[config.mk]
export PLATFORM = sky130hd
export DESIGN_NAME = multi_cycle_controller
export DESIGN_NICKNAME = d
export VERILOG_FILES = /design/src/rtl/multi_cycle_controller_pkg.sv /design/src/rtl/mc_op_decode.sv /design/src/rtl/multi_cycle_controller.sv
export SDC_FILE = /design/constraint.sdc
export NUM_CORES = 1
export LEC_CHECK = 0
export BUFFER_PORTS_ARGS = -buffer_cell sky130_fd_sc_hd__buf_2
export CAP_MARGIN = 40
export CORE_UTILIZATION = 56
export DETAILED_ROUTE_END_ITERATION = 6
export HOLD_SLACK_MARGIN = 0.06
export PLACE_DENSITY = 0.77
export SYNTH_ARGS = -nofsm -noshare
export SYNTH_HDL_FRONTEND = slang
export SYNTH_SLANG_ARGS = --single-unit
export TNS_END_PERCENT = 10
[constraint.sdc]
create_clock -name clk -period 3.15 [get_ports clk]
set_input_delay 0.7875 -clock clk [delete_from_list [all_inputs] [get_ports clk]]
set_output_delay 0.7875 -clock clk [all_outputs]
set_load 0.005 [all_outputs]
[src/rtl/multi_cycle_controller_pkg.sv]
// Shared types for the multi-cycle controller: FSM states, opcodes, datapath select codes.
// No logic beyond a state classification helper; no latency or flow control.
package multi_cycle_controller_pkg;

  typedef enum logic [3:0] {
    ST_FETCH,
    ST_DECODE,
    ST_MEMADR,
    ST_MEMREAD,
    ST_MEMWB,
    ST_MEMWRITE,
    ST_EXECR,
    ST_EXECI,
    ST_ALUWB,
    ST_BEQ,
    ST_JAL,
    ST_LUI,
    ST_HALT
  } state_t;

  localparam logic [6:0] OP_LOAD  = 7'b0000011;
  localparam logic [6:0] OP_STORE = 7'b0100011;
  localparam logic [6:0] OP_RTYPE = 7'b0110011;
  localparam logic [6:0] OP_ITYPE = 7'b0010011;
  localparam logic [6:0] OP_BEQ   = 7'b1100011;
  localparam logic [6:0] OP_JAL   = 7'b1101111;
  localparam logic [6:0] OP_LUI   = 7'b0110111;

  localparam logic [1:0] SRCA_PC    = 2'b00;
  localparam logic [1:0] SRCA_OLDPC = 2'b01;
  localparam logic [1:0] SRCA_RS1   = 2'b10;

  localparam logic [1:0] SRCB_RS2  = 2'b00;
  localparam logic [1:0] SRCB_IMM  = 2'b01;
  localparam logic [1:0] SRCB_FOUR = 2'b10;

  localparam logic [1:0] RES_ALUOUT = 2'b00;
  localparam logic [1:0] RES_RDATA  = 2'b01;
  localparam logic [1:0] RES_ALURES = 2'b10;

  localparam logic [1:0] ALUOP_ADD   = 2'b00;
  localparam logic [1:0] ALUOP_SUB   = 2'b01;
  localparam logic [1:0] ALUOP_FUNCT = 2'b10;
  localparam logic [1:0] ALUOP_LUI   = 2'b11;

  localparam logic [2:0] IMM_I = 3'b000;
  localparam logic [2:0] IMM_S = 3'b001;
  localparam logic [2:0] IMM_B = 3'b010;
  localparam logic [2:0] IMM_J = 3'b011;
  localparam logic [2:0] IMM_U = 3'b100;

  // States that hold mem_req high and are therefore watched by the watchdog.
  function automatic logic is_mem_state(input state_t s);
    return (s == ST_FETCH) || (s == ST_MEMREAD) || (s == ST_MEMWRITE);
  endfunction

endpackage

[src/rtl/mc_op_decode.sv]
// Opcode classifier: DECODE successor state, store/illegal flags and immediate format.
// Purely combinational (zero latency); no flow control.
module mc_op_decode
  import multi_cycle_controller_pkg::*;
(
  input  logic [6:0] op,
  output state_t     decode_next,
  output logic       is_store,
  output logic       op_illegal,
  output logic [2:0] imm_src
);

  always_comb begin
    decode_next = ST_HALT;
    is_store    = 1'b0;
    op_illegal  = 1'b0;
    case (op)
      OP_LOAD:  decode_next = ST_MEMADR;
      OP_STORE: begin
        decode_next = ST_MEMADR;
        is_store    = 1'b1;
      end
      OP_RTYPE: decode_next = ST_EXECR;
      OP_ITYPE: decode_next = ST_EXECI;
      OP_BEQ:   decode_next = ST_BEQ;
      OP_JAL:   decode_next = ST_JAL;
      OP_LUI:   decode_next = ST_LUI;
      default:  op_illegal  = 1'b1;
    endcase
  end

  always_comb begin
    imm_src = IMM_I;
    case (op)
      OP_JAL:   imm_src = IMM_J;
      OP_STORE: imm_src = IMM_S;
      OP_BEQ:   imm_src = IMM_B;
      OP_LUI:   imm_src = IMM_U;
      default:  imm_src = IMM_I;
    endcase
  end

endmodule

[src/rtl/multi_cycle_controller.sv]
// Multi-cycle RISC-V style control FSM with memory watchdog; outputs decoded from current state.
// Memory backpressure via mem_ready: request states stall until it is seen, or HALT on watchdog expiry.
module multi_cycle_controller
  import multi_cycle_controller_pkg::*;
#(
  parameter int unsigned MEM_TIMEOUT = 16
) (
  input  logic       clk,
  input  logic       rst,
  input  logic [6:0] op,
  input  logic       zero,
  input  logic       mem_ready,
  output logic       pc_write,
  output logic       adr_src,
  output logic       mem_req,
  output logic       mem_write,
  output logic       ir_write,
  output logic       reg_write,
  output logic       branch,
  output logic       instr_retired,
  output logic       illegal,
  output logic       bus_err,
  output logic [1:0] result_src,
  output logic [1:0] alu_src_a,
  output logic [1:0] alu_src_b,
  output logic [1:0] alu_op,
  output logic [2:0] imm_src
);

  state_t      state_q, state_d;
  state_t      dec_next;
  logic        dec_store, dec_illegal;
  logic [15:0] wd_cnt_q;
  logic        wait_mem, wd_expire, set_illegal, pc_update;

  mc_op_decode u_op_decode (
    .op          (op),
    .decode_next (dec_next),
    .is_store    (dec_store),
    .op_illegal  (dec_illegal),
    .imm_src     (imm_src)
  );

  assign wait_mem = is_mem_state(state_q) && !mem_ready;

  // Expire on the wait cycle that brings the count up to MEM_TIMEOUT; a ready in that cycle wins.
  assign wd_expire = (MEM_TIMEOUT != 0) && wait_mem &&
                     ((32'(wd_cnt_q) + 32'd1) == MEM_TIMEOUT);

  always_comb begin
    state_d     = state_q;
    set_illegal = 1'b0;
    case (state_q)
      ST_FETCH:    if (mem_ready) state_d = ST_DECODE;
      ST_DECODE: begin
        state_d     = dec_next;
        set_illegal = dec_illegal;
      end
      ST_MEMADR:   state_d = dec_store ? ST_MEMWRITE : ST_MEMREAD;
      ST_MEMREAD:  if (mem_ready) state_d = ST_MEMWB;
      ST_MEMWB:    state_d = ST_FETCH;
      ST_MEMWRITE: if (mem_ready) state_d = ST_FETCH;
      ST_EXECR:    state_d = ST_ALUWB;
      ST_EXECI:    state_d = ST_ALUWB;
      ST_LUI:      state_d = ST_ALUWB;
      ST_JAL:      state_d = ST_ALUWB;
      ST_ALUWB:    state_d = ST_FETCH;
      ST_BEQ:      state_d = ST_FETCH;
      ST_HALT:     state_d = ST_HALT;
      default:     state_d = ST_HALT;
    endcase
    if (wd_expire) state_d = ST_HALT;
  end

  // Counter restarts on every state change, so each request state begins counting from zero.
  always_ff @(posedge clk) begin
    if (rst) begin
      state_q   <= ST_FETCH;
      wd_cnt_q  <= '0;
      illegal   <= 1'b0;
      bus_err   <= 1'b0;
    end else begin
      state_q <= state_d;
      if (set_illegal) illegal <= 1'b1;
      if (wd_expire)   bus_err <= 1'b1;
      if (state_d != state_q) begin
        wd_cnt_q <= '0;
      end else if (wait_mem && (wd_cnt_q != 16'hFFFF)) begin
        wd_cnt_q <= wd_cnt_q + 16'd1;
      end
    end
  end

  always_comb begin
    pc_update     = 1'b0;
    adr_src       = 1'b0;
    mem_req       = 1'b0;
    mem_write     = 1'b0;
    ir_write      = 1'b0;
    reg_write     = 1'b0;
    branch        = 1'b0;
    instr_retired = 1'b0;
    result_src    = RES_ALUOUT;
    alu_src_a     = SRCA_PC;
    alu_src_b     = SRCB_RS2;
    alu_op        = ALUOP_ADD;
    case (state_q)
      ST_FETCH: begin
        mem_req    = 1'b1;
        ir_write   = mem_ready;
        pc_update  = mem_ready;
        alu_src_a  = SRCA_PC;
        alu_src_b  = SRCB_FOUR;
        result_src = RES_ALURES;
      end
      ST_DECODE: begin
        alu_src_a = SRCA_OLDPC;
        alu_src_b = SRCB_IMM;
      end
      ST_MEMADR: begin
        alu_src_a = SRCA_RS1;
        alu_src_b = SRCB_IMM;
      end
      ST_MEMREAD: begin
        adr_src = 1'b1;
        mem_req = 1'b1;
      end
      ST_MEMWB: begin
        result_src    = RES_RDATA;
        reg_write     = 1'b1;
        instr_retired = 1'b1;
      end
      ST_MEMWRITE: begin
        adr_src       = 1'b1;
        mem_req       = 1'b1;
        mem_write     = 1'b1;
        instr_retired = mem_ready;
      end
      ST_EXECR: begin
        alu_src_a = SRCA_RS1;
        alu_op    = ALUOP_FUNCT;
      end
      ST_EXECI: begin
        alu_src_a = SRCA_RS1;
        alu_src_b = SRCB_IMM;
        alu_op    = ALUOP_FUNCT;
      end
      ST_LUI: begin
        alu_src_b = SRCB_IMM;
        alu_op    = ALUOP_LUI;
      end
      ST_ALUWB: begin
        reg_write     = 1'b1;
        instr_retired = 1'b1;
      end
      ST_JAL: begin
        alu_src_a = SRCA_OLDPC;
        alu_src_b = SRCB_FOUR;
        pc_update = 1'b1;
      end
      ST_BEQ: begin
        alu_src_a     = SRCA_RS1;
        alu_op        = ALUOP_SUB;
        branch        = 1'b1;
        instr_retired = 1'b1;
      end
      default: ;
    endcase
    // Reset silences every enable and select so an abandoned instruction has no side effects.
    if (rst) begin
      pc_update     = 1'b0;
      adr_src       = 1'b0;
      mem_req       = 1'b0;
      mem_write     = 1'b0;
      ir_write      = 1'b0;
      reg_write     = 1'b0;
      branch        = 1'b0;
      instr_retired = 1'b0;
      result_src    = 2'b00;
      alu_src_a     = 2'b00;
      alu_src_b     = 2'b00;
      alu_op        = 2'b00;
    end
  end

  assign pc_write = pc_update | (branch & zero);

endmodule

# --- After elaboration in Yosys (flattened, before gate mapping) ---
# Cells that the tools add are included.
op_classes:
  n_eq_ne: 21
  addsub: 2
  mux: 35
  n_reduce_logical: 20
  bitwise_logic: 2
ops:
  columns: ["cell", "count"]
  rows:
  - ["$pmux 4 s7", 1]
  - ["$pmux 4 s6", 1]
  - ["$eq 7x6->1 const B", 3]
  - ["$add 16x1->17 const B", 1]
  - ["$eq 17x5->1 const B", 1]
  - ["$mux 1", 17]
  - ["$add 16x1->16 const B", 1]
  - ["$eq 4x3->1 const B", 4]
  - ["$eq 4x4->1 const B", 4]
  - ["$mux 4", 4]
  - ["$ne 16x16->1 const B", 1]
  - ["$eq 7x7->1 const B", 2]
  - ["$reduce_or 2->1", 7]
  - ["$pmux 2 s2", 3]
  - ["$pmux 3 s4", 1]
  - ["$reduce_or 4->1", 3]
  - ["$eq 4x2->1 const B", 2]
  - ["$mux 2", 4]
  - ["$eq 7x2->1 const B", 1]
  - ["$eq 7x5->1 const B", 1]
  - ["$reduce_or 7->1", 1]
  - ["$pmux 2 s3", 1]
  - ["$reduce_or 3->1", 2]
  - ["$eq 4x1->1 const B", 1]
  - ["9 further kinds", 13]
word_totals:
  regBits: 22
  word_cells: 84

# --- Longest topological paths before layout ---
# Gate-level depths: netlist of the first run.
logic_depth:
  ltp_word: 8
  depth_mapped: 9
  ltp_nobuf: 7

# --- Modules after synthesis ---
# A second synthesis of the first run with hierarchy kept.
hier_totals:
  hier_cells: 263
  area_unflattened_um2: 1885.6
modules_own_cells:
  columns: ["mod", "cells_each", "instances", "seq_area_each_um2", "area_per_inst_um2"]
  rows:
  - ["multi_cycle_controller", 230, 1, 440.4, 1659.1]
  - ["mc_op_decode", 33, 1, 0.0, 226.5]

# --- Least setup slack after synthesis of the first run ---
# Ideal clock, no wire load.
synth_timing:
  path_kind: "input-to-reg"
  startpoint: "in op[2]"
  endpoint: "reg wd_cnt_q[5]"
  stages: 7
  setup_ns: 0.142
  path_slack_ns: 0.561
  path_buffers: 2
  t_required_ns: 3.008
  arrival_ns: 2.447
  path_cell_list: "clkbuf_1 nor3_1 a311oi_1 or4_1 a31oi_2 buf_4 nor4_1"
synth_via:
  elab_chain_len: 7
  word_cells_on_any_way: 15
  classes_between: "eq/ne (8); mux (5); reduce/logical (2)"
synth_lines:
  columns: ["item", "line_no", "source"]
  rows:
  - ["from (decl)", "multi_cycle_controller.sv:10", "input logic [6:0] op,"]
  - ["$eq 7x2->1 / $eq 7x6->1 (equally long branches)", "mc_op_decode.sv:17", "case (op)"]
  - ["$reduce_or 2->1 (no line) / $mux 1 (equally long branches)", null, null]
  - ["$pmux 4 s6 / $mux 3 (equally long branches)", "mc_op_decode.sv:17, multi_cycle_controller.sv:59", null]
  - ["$pmux 4 s7 (*)", "multi_cycle_controller.sv:53", "case (state_q)"]
  - ["$mux 4 (*)", "multi_cycle_controller.sv:72", "if (wd_expire) state_d = ST_HALT;"]
  - ["$ne 4x4->1 (*)", "multi_cycle_controller.sv:86", "if (state_d != state_q) begin"]
  - ["$reduce_or 2->1 (no line) (*)", null, null]
  - ["to (signal assigned)", "multi_cycle_controller.sv:89", "wd_cnt_q <= wd_cnt_q + 16'd1;"]
  - ["to (decl)", "multi_cycle_controller.sv:33", "logic [15:0] wd_cnt_q;"]
# Mark *: on every way between the ends. The rest lies on a longest branch, timed or not.
# A chain may end at the register's enable or synchronous reset.

# --- Worst setup path after layout of the first run ---
layout_timing:
  startpoint: "reg state_q[1]"
  endpoint: "out alu_src_b[0]"
layout_via:
  elab_chain_len: 4
  word_cells_on_any_way: 10
  classes_between: "eq/ne (5); mux (2); reduce/logical (3)"
layout_lines:
  columns: ["item", "line_no", "source"]
  rows:
  - ["from (decl)", "multi_cycle_controller.sv:30", "state_t state_q, state_d;"]
  - ["from (signal assigned)", "multi_cycle_controller.sv:83", "state_q <= state_d;"]
  - ["$eq 4x4->1, or another cell as far along", "multi_cycle_controller.sv:107", "case (state_q)"]
  - ["$reduce_or 4->1 (no line) / $reduce_or 2->1 (equally long branches)", null, null]
  - ["$pmux 2 s2 (*)", "multi_cycle_controller.sv:107", null]
  - ["$mux 2 (*)", "multi_cycle_controller.sv:170", "if (rst) begin"]
  - ["to (decl)", "multi_cycle_controller.sv:25", "output logic [1:0] alu_src_b,"]
# Marks and branches as above.

==> insert_results.sql, run 1 <==
INSERT INTO impl_metrics (metric_group, metric, value, unit) VALUES
('floorplanning', 'io_pins', '32', ''),
('floorplanning', 'dieHeight', '59.99', 'µm'),
('sta', 'rsz_0062_raised_after_global_routing', 'no', ''),
('critical_path', 'critPathCaptureType', 'output pin', ''),
('min_path', 'timing.hold.worst.class', 'reg2reg', ''),
('global_route', 'vias_in_the_first_global_route', '1556', ''),
('floorplanning', 'die_width', '59.99', 'µm'),
('power_and_ir_drop', 'share_comb_of_total_power', '0.335', ''),
('critical_path', 'crit_fanout', '23', ''),
('floorplanning', 'die_area', '0.003598', 'mm²'),
('power_and_ir_drop', 'p_clk_frac', '0.221', ''),
('critical_path', 'required', '2.36', 'ns'),
('logic_synthesis', 'synth_seq_area_share', '0.2339', ''),
('floorplanning', 'initial_util', '0.6020', ''),
('cts', 'cts.repair.resized', '0', ''),
('routing', 'avgRoutedWirePerCell', '13.90', 'µm'),
('sta', 'fin_setup_tns', '0', 'ns'),
('sta', 'clock-skew-final', '0.01157', 'ns'),
('routing', 'drtPass1Iterations', '4', ''),
('logic_synthesis', 'synth.avg_cell_area', '7.562', 'µm²'),
('logic_synthesis', 'number_of_synthesized_flops_with_an_enable_pin', '0', ''),
('floorplanning', 'core.rowCount', '20', ''),
('finish', 'layout.core_utilization', '0.6640', ''),
('cts', 'insertion_delay', '0.31', 'ns'),
('cts', 'clockBufferDepth', '2', ''),
('finish', 'postLayoutCellArea', '0.002077', 'mm²'),
('power_and_ir_drop', 'vdd_ir_drop_max', '0.0003421', 'V'),
('logic_synthesis', 'synth-warning-count', '0', ''),
('logic_synthesis', 'synthArstFlopShare', '0', ''),
('global_route', 'first_pass_grt_wire_length', '7.224', 'mm'),
('cts', 'root_buffer', 'clkbuf_4', ''),
('logic_synthesis', 'count_of_cell_types_in_the_netlist', '52', ''),
('routing', 'antenna_violating_nets_post_route', '0', ''),
('critical_path', 'timing.critical_path.mode_cell', 'nor2_1', ''),
('cts', 'cts_htree_levels', '1', ''),
('power_and_ir_drop', 'p_int', '447.5', 'µW'),
('sta', 'slew_viol_final', '0', ''),
('critical_path', 'crit_path_cell_trace', 'nor2_1 -> or3_1 -> a21oi_1 -> a31oi_1 -> nor2_1 -> buf_2', ''),
('sta', 'timing.fmax', '350.5', 'MHz'),
('logic_synthesis', 'synth-seq-cells', '22', ''),
('critical_path', 'worst-endpoint-arrival', '2.07', 'ns'),
('critical_path', 'critPathTopFamily', 'flip-flops', ''),
('critical_path', 'critical_path.n_buffers_inverters', '1', ''),
('placement', 'portBuffers', '31', ''),
('global_route', 'grt_max_degree', '24', ''),
('placement', 'post-dp-hpwl', '3.167', 'mm'),
('status', 'run_status', 'completed', ''),
('sta', 'worstMarginPinSlew', '0.7472', 'ns'),
('floorplanning', 'design.core.area', '0.003128', 'mm²'),
('logic_synthesis', 'synth_net_count', '261', ''),
('global_route', 'grt_use_total', '0.2604', ''),
('power_and_ir_drop', 'p_sw_frac', '0.3663', ''),
('critical_path', 'timing.setup.critical_path_class', 'reg2out', ''),
('cts', 'cts.clk_slew.worst_paths', '0.13', 'ns'),
('routing', 'route.detailed.drc', '0', ''),
('finish', 'final.fill_count', '286', ''),
('critical_path', 'cpMaxStageDelayCell', 'dfxtp_1', ''),
('sta', 'setup-violations-final', '0', ''),
('routing', 'route.final.wire_length', '4.377', 'mm'),
('cts', 'clock-sinks', '22', ''),
('placement', 'post-place-cells', '311', ''),
('power_and_ir_drop', 'power.share.sequential', '0.444', ''),
('finish', 'nNetsFinal', '284', ''),
('logic_synthesis', 'postSynth.topFlopCell', 'dfxtp_1', ''),
('cts', 'hold_buffers', '0', ''),
('routing', 'num_vias', '1948', ''),
('power_and_ir_drop', 'static-leakage-power', '0.0007385', 'µW'),
('placement', 'finalWeightedCongestion', '0.9024', ''),
('sta', 'worst_slew_margin_rel', '0.5012', ''),
('placement', 'placement.cell_area', '0.002041', 'mm²'),
('sta', 'final_hold_viol_count', '0', '');
-- synth_stat cells, types with 3 or more instances --
cell | instances | area share
nor4_1 | 12 | 0.040
nand2_1 | 22 | 0.044
nand2b_1 | 6 | 0.020
nor4_2 | 10 | 0.066
nor2b_1 | 6 | 0.020
nor3_1 | 14 | 0.037
or3_1 | 3 | 0.010
nor2_1 | 23 | 0.046
clkbuf_1 | 10 | 0.020
dfxtp_1 | 22 | 0.23
nand4_1 | 10 | 0.033
and3_1 | 5 | 0.017
o21ai_0 | 7 | 0.019
nand3_1 | 9 | 0.024
inv_1 | 4 | 0.0080
xnor2_1 | 11 | 0.051
mux2i_1 | 4 | 0.021
xor2_1 | 8 | 0.037
a21oi_1 | 14 | 0.037
o41ai_1 | 3 | 0.014
buf_2 | 4 | 0.011
-- placed cells by master, fill, tap and decap left out, types with 5 or more instances in the layout --
master    count
xnor2_1      11
buf_2        31
nand2_1      22
nor3_1       14
a21oi_1      14
buf_4         5
and3_1        5
nand2b_1      6
xor2_1        8
nor2_1       23
nand4_1      10
o21ai_0       7
dfxtp_1      22
nor2b_1       6
nor4_1       12
nand3_1       9
nor4_2       10
-- power by group through the flow --
stage | clock, µW | combinational [µW] | sequential, µW
after floorplan | 0 | 184 | 301
after global placement | 0 | 232 | 319
after detailed placement | 0 | 233 | 319
after CTS | 162 | 234 | 313
after global routing | 177 | 262 | 316
final | 156 | 236 | 313
-- path summary, 6_finish.rpt --
path / startpoint / to / slack, ns / cells after the start
setup / recovery: state_q[1] / alu_src_b[0] / 0.30 / 6
hold reg to reg: bus_err / bus_err / 0.47 / 2
hold / removal: bus_err / bus_err / 0.47 / 2
setup reg to reg: state_q[1] / wd_cnt_q[6] / 0.45 / 7
-- flip-flops by register name, indices dropped and copies added (netlist names) --
register	count
bus_err	1
illegal	1
state_q	4
wd_cnt_q	16
-- per-layer routing --
metal,vias to the layer above,track usage,share of wire
met2,70,0.3794,0.43
met1,903,0.3987,0.52
met3,0,0.04545,0.047
li1,975,-,-
met5,-,0,0
met4,0,0.04651,0
-- final cells by class --
cell class	instances	area [µm²]	share of cell area
multi-input combinational	204	1334	0.6422
sequential	22	440.4	0.2120
timing repair buffer	36	192.7	0.09277
tap	44	55.05	0.02651
clock buffer	4	36.28	0.01747
inverter	5	18.77	0.009036
-- per-stage QoR --
step,setup WS [ns],hold WS [ns]
3_3_place_gp,0.4400,0.4309
5_1_grt,0.1112,0.5062
4_1_cts,0.2983,0.4683
6_report,0.2968,0.4664
2_1_floorplan,0.5608,0.4421
3_5_place_dp,0.3889,0.4510
-- tightest hold or removal path, delay by kind of cell, from the launching register on --
family	cells	cell delay, ns
AOI/OAI and AO/OA	1	0.05
buffers and inverters	1	0.05
DFF	1	0.33
-- kinds of logic after synthesis --
family	count (synthesis)	share of synthesized area
and+or+nand+nor	137	0.4392
AOI/OAI and AO/OA	43	0.1502
buffers and inverters	23	0.06046
DFF	22	0.2339
xor gates and xnor gates	19	0.08837
muxes	4	0.02126
adders and majority gates	1	0.006643
No activity file was read; power rests on OpenSTA's default activity.
==> run 2: changes to the inputs <==
==> constraint.sdc (replaced) <==
create_clock -name clk -period 2.9 [get_ports clk]
set_input_delay 0.725 -clock clk [delete_from_list [all_inputs] [get_ports clk]]
set_output_delay 0.725 -clock clk [all_outputs]
set_load 0.005 [all_outputs]
==> insert_results.sql, run 2 (same netlist as run 1, synthesis figures left out) <==
INSERT INTO impl_metrics (metric_group, metric, value, unit) VALUES
('status', 'run_status', 'completed', ''),
('placement', 'portBuffers', '31', ''),
('cts', 'cts_htree_levels', '1', ''),
('power_and_ir_drop', 'vdd_ir_drop_max', '0.0002208', 'V'),
('routing', 'drtPass1Iterations', '4', ''),
('floorplanning', 'dieHeight', '59.99', 'µm'),
('finish', 'largest_registers', 'wd_cnt_q (16), state_q (4)', ''),
('critical_path', 'critPathTopFamily', 'flip-flops', ''),
('floorplanning', 'initial_util', '0.6020', ''),
('placement', 'finalWeightedCongestion', '0.8752', ''),
('finish', 'num_antenna_cells', '0', ''),
('placement', 'post-dp-hpwl', '3.220', 'mm'),
('sta', 'final.min_clock_period', '2.707', 'ns'),
('finish', 'largest_reg_flops', '16', ''),
('critical_path', 'timing.reg2reg.worst_path_depth', '8', ''),
('cts', 'insertion_delay', '0.31', 'ns'),
('routing', 'detailedRoute.firstIterationViolations', '153', ''),
('global_route', 'vias_in_the_first_global_route', '1574', ''),
('critical_path', 'reg2reg_to', 'wd_cnt_q[0]', ''),
('power_and_ir_drop', 'p_sw_frac', '0.3620', ''),
('min_path', 'timing.hold.worst.class', 'reg2reg', ''),
('sta', 'rsz_0062_raised_after_global_routing', 'no', ''),
('cts', 'root_buffer', 'clkbuf_4', ''),
('critical_path', 'worst-r2r-setup-slack', '0.40', 'ns'),
('floorplanning', 'io_pins', '32', ''),
('sta', 'slew_viol_final', '0', ''),
('power_and_ir_drop', 'p_clk_frac', '0.218', ''),
('finish', 'layout_common_cells', 'buf_2, nor2_1, nand2_1, dfxtp_1', ''),
('min_path', 'hold-path-cell-count', '2', ''),
('floorplanning', 'die_area', '0.003598', 'mm²'),
('cts', 'cts.repair.resized', '0', ''),
('finish', 'largest-register', 'wd_cnt_q', ''),
('routing', 'route.final.wire_length', '4.362', 'mm'),
('cts', 'post-cts-setup-buffers', '0', ''),
('sta', 'fin_setup_tns', '0', 'ns'),
('critical_path', 'cpMaxStageDelayCell', 'dfxtp_1', ''),
('critical_path', 'critical_path.max_stage_delay', '0.72', 'ns'),
('finish', 'final_layout_size_suffix_gt1_frac', '0.2319', ''),
('finish', 'synth_to_layout_area_growth', '12.29', '%'),
('job', 'maxCapViolations', '0', ''),
('power_and_ir_drop', 'p_int', '493.3', 'µW'),
('floorplanning', 'core.rowCount', '20', ''),
('power_and_ir_drop', 'netSwitchingPower', '279.9', 'µW'),
('sta', 'clock-skew-final', '0.006194', 'ns'),
('routing', 'antenna_violating_nets_post_route', '0', ''),
('global_route', 'grt_overflow_total', '0', ''),
('power_and_ir_drop', 'power-per-cell-area', '365.7', 'mW/mm²'),
('sta', 'worstMarginPinSlew', '0.5947', 'ns'),
('sta', 'timing.fmax', '369.4', 'MHz'),
('critical_path', 'crit_path_cell_trace', 'nor2b_1 -> or3_1 -> a21oi_1 -> a31oi_1 -> nor2_1 -> buf_2', ''),
('critical_path', 'crit_fanout', '19', ''),
('sta', 'whs', '0.4540', 'ns'),
('finish', 'final.fill_count', '291', ''),
('sta', 'final.period_utilization', '0.9334', ''),
('cts', 'clockBufferDepth', '2', ''),
('power_and_ir_drop', 'static-leakage-power', '0.0007645', 'µW'),
('power_and_ir_drop', 'power.share.sequential', '0.432', ''),
('global_route', 'first_pass_grt_wire_length', '7.127', 'mm'),
('power_and_ir_drop', 'share_comb_of_total_power', '0.350', ''),
('cts', 'clock-sinks', '22', ''),
('critical_path', 'worst_setup_path_start_kind', 'flop', ''),
('finish', 'nNetsFinal', '289', ''),
('sta', 'setup-violations-final', '0', ''),
('critical_path', 'critPathCaptureType', 'output pin', ''),
('global_route', 'grt_max_degree', '20', ''),
('placement', 'detailedPlace.worstSlack', '0.3100', 'ns'),
('floorplanning', 'design.core.area', '0.003128', 'mm²'),
('cts', 'numCtsBuffers', '3', ''),
('finish', 'layout_commonest_cell', 'buf_2', ''),
('min_path', 'min_from', 'bus_err', ''),
('cts', 'cts_tree', 'yes', ''),
('routing', 'route.detailed.vias_per_inst', '6.078', ''),
('critical_path', 'critical_path.n_buffers_inverters', '1', ''),
('sta', 'final_hold_viol_count', '0', ''),
('cts', 'cts.clk_slew.worst_paths', '0.12', 'ns'),
('cts', 'hold_buffers', '0', ''),
('critical_path', 'required', '2.17', 'ns'),
('routing', 'avgRoutedWirePerCell', '13.63', 'µm'),
('routing', 'num_vias', '1945', ''),
('global_route', 'number_of_antenna_violations_at_the_first_check_in_global_routing', '0', ''),
('critical_path', 'worst-endpoint-arrival', '1.98', 'ns'),
('routing', 'route.detailed.drc', '0', ''),
('sta', 'fin_ws', '0.1930', 'ns'),
('sta', 'worst_slew_margin_rel', '0.6030', ''),
('floorplanning', 'die_width', '59.99', 'µm'),
('critical_path', 'timing.setup.critical_path_class', 'reg2out', ''),
('min_path', 'timing.hold.worst_endpoint', 'bus_err', ''),
('critical_path', 'crit-reg2reg-launch', 'wd_cnt_q[0]', ''),
('global_route', 'grt_use_total', '0.2574', '');
## run 2: cell types whose count changed in the layout (fill, tap and decap cells not counted), sizes merged
| cell | delta |
|---|---|
| buf | +5 |
## run 2: worst min-delay path, cell delays in order (launching register included)
cell and delay, ns:
dfxtp_1 0.33, inv_1 0.05, a21oi_1 0.05
## run 2: area by class of cell
| type | instances | area (µm²) | share of cell area |
|---|---|---|---|
| clock buffer | 4 | 36.28 | 0.01716 |
| inverter | 5 | 18.77 | 0.008876 |
| multi-input combinational | 204 | 1334 | 0.6308 |
| sequential | 22 | 440.4 | 0.2083 |
| tap | 44 | 55.05 | 0.02604 |
| timing repair buffer | 41 | 230.2 | 0.1089 |
## run 2: worst max path at each step
stage,slack [ns],depth (start not counted),to,start
4_1_cts,0.21,6,alu_src_b[0],state_q[1]
6_report,0.19,6,alu_src_b[0],state_q[1]
2_1_floorplan,0.37,7,wd_cnt_q[5],op[2]
3_5_place_dp,0.31,6,pc_write,rst
5_1_grt,0.07,6,alu_src_b[0],state_q[1]
3_3_place_gp,0.34,6,pc_write,rst
## run 2: metrics by stage
step                cell area (µm²)    util  cells  total power, µW
global route                   2115  0.6760    320            821.4
global placement               2078  0.6644    316            606.9
finish                         2115  0.6760    320            773.2
CTS                            2115  0.6760    320            777.3
detailed placement             2078  0.6644    316            606.8
floorplan                      1883       -    249            526.5
## run 2: power groups by stage
stage | Clock (µW) | Sequential (µW) | Combinational (µW)
6_report | 169 | 334 | 271
5_1_grt | 186 | 337 | 298
4_1_cts | 176 | 333 | 268
3_5_place_dp | 0 | 340 | 267
3_3_place_gp | 0 | 341 | 266
2_1_floorplan | 0 | 327 | 200
## run 2: metal layers
metal	vias to the layer above	GRT usage	routed length, µm
met2	68	0.3698	1849
li1	987	-	-
met5	-	0	0
met1	886	0.3924	2265
met3	4	0.04762	229
met4	0	0.05648	17
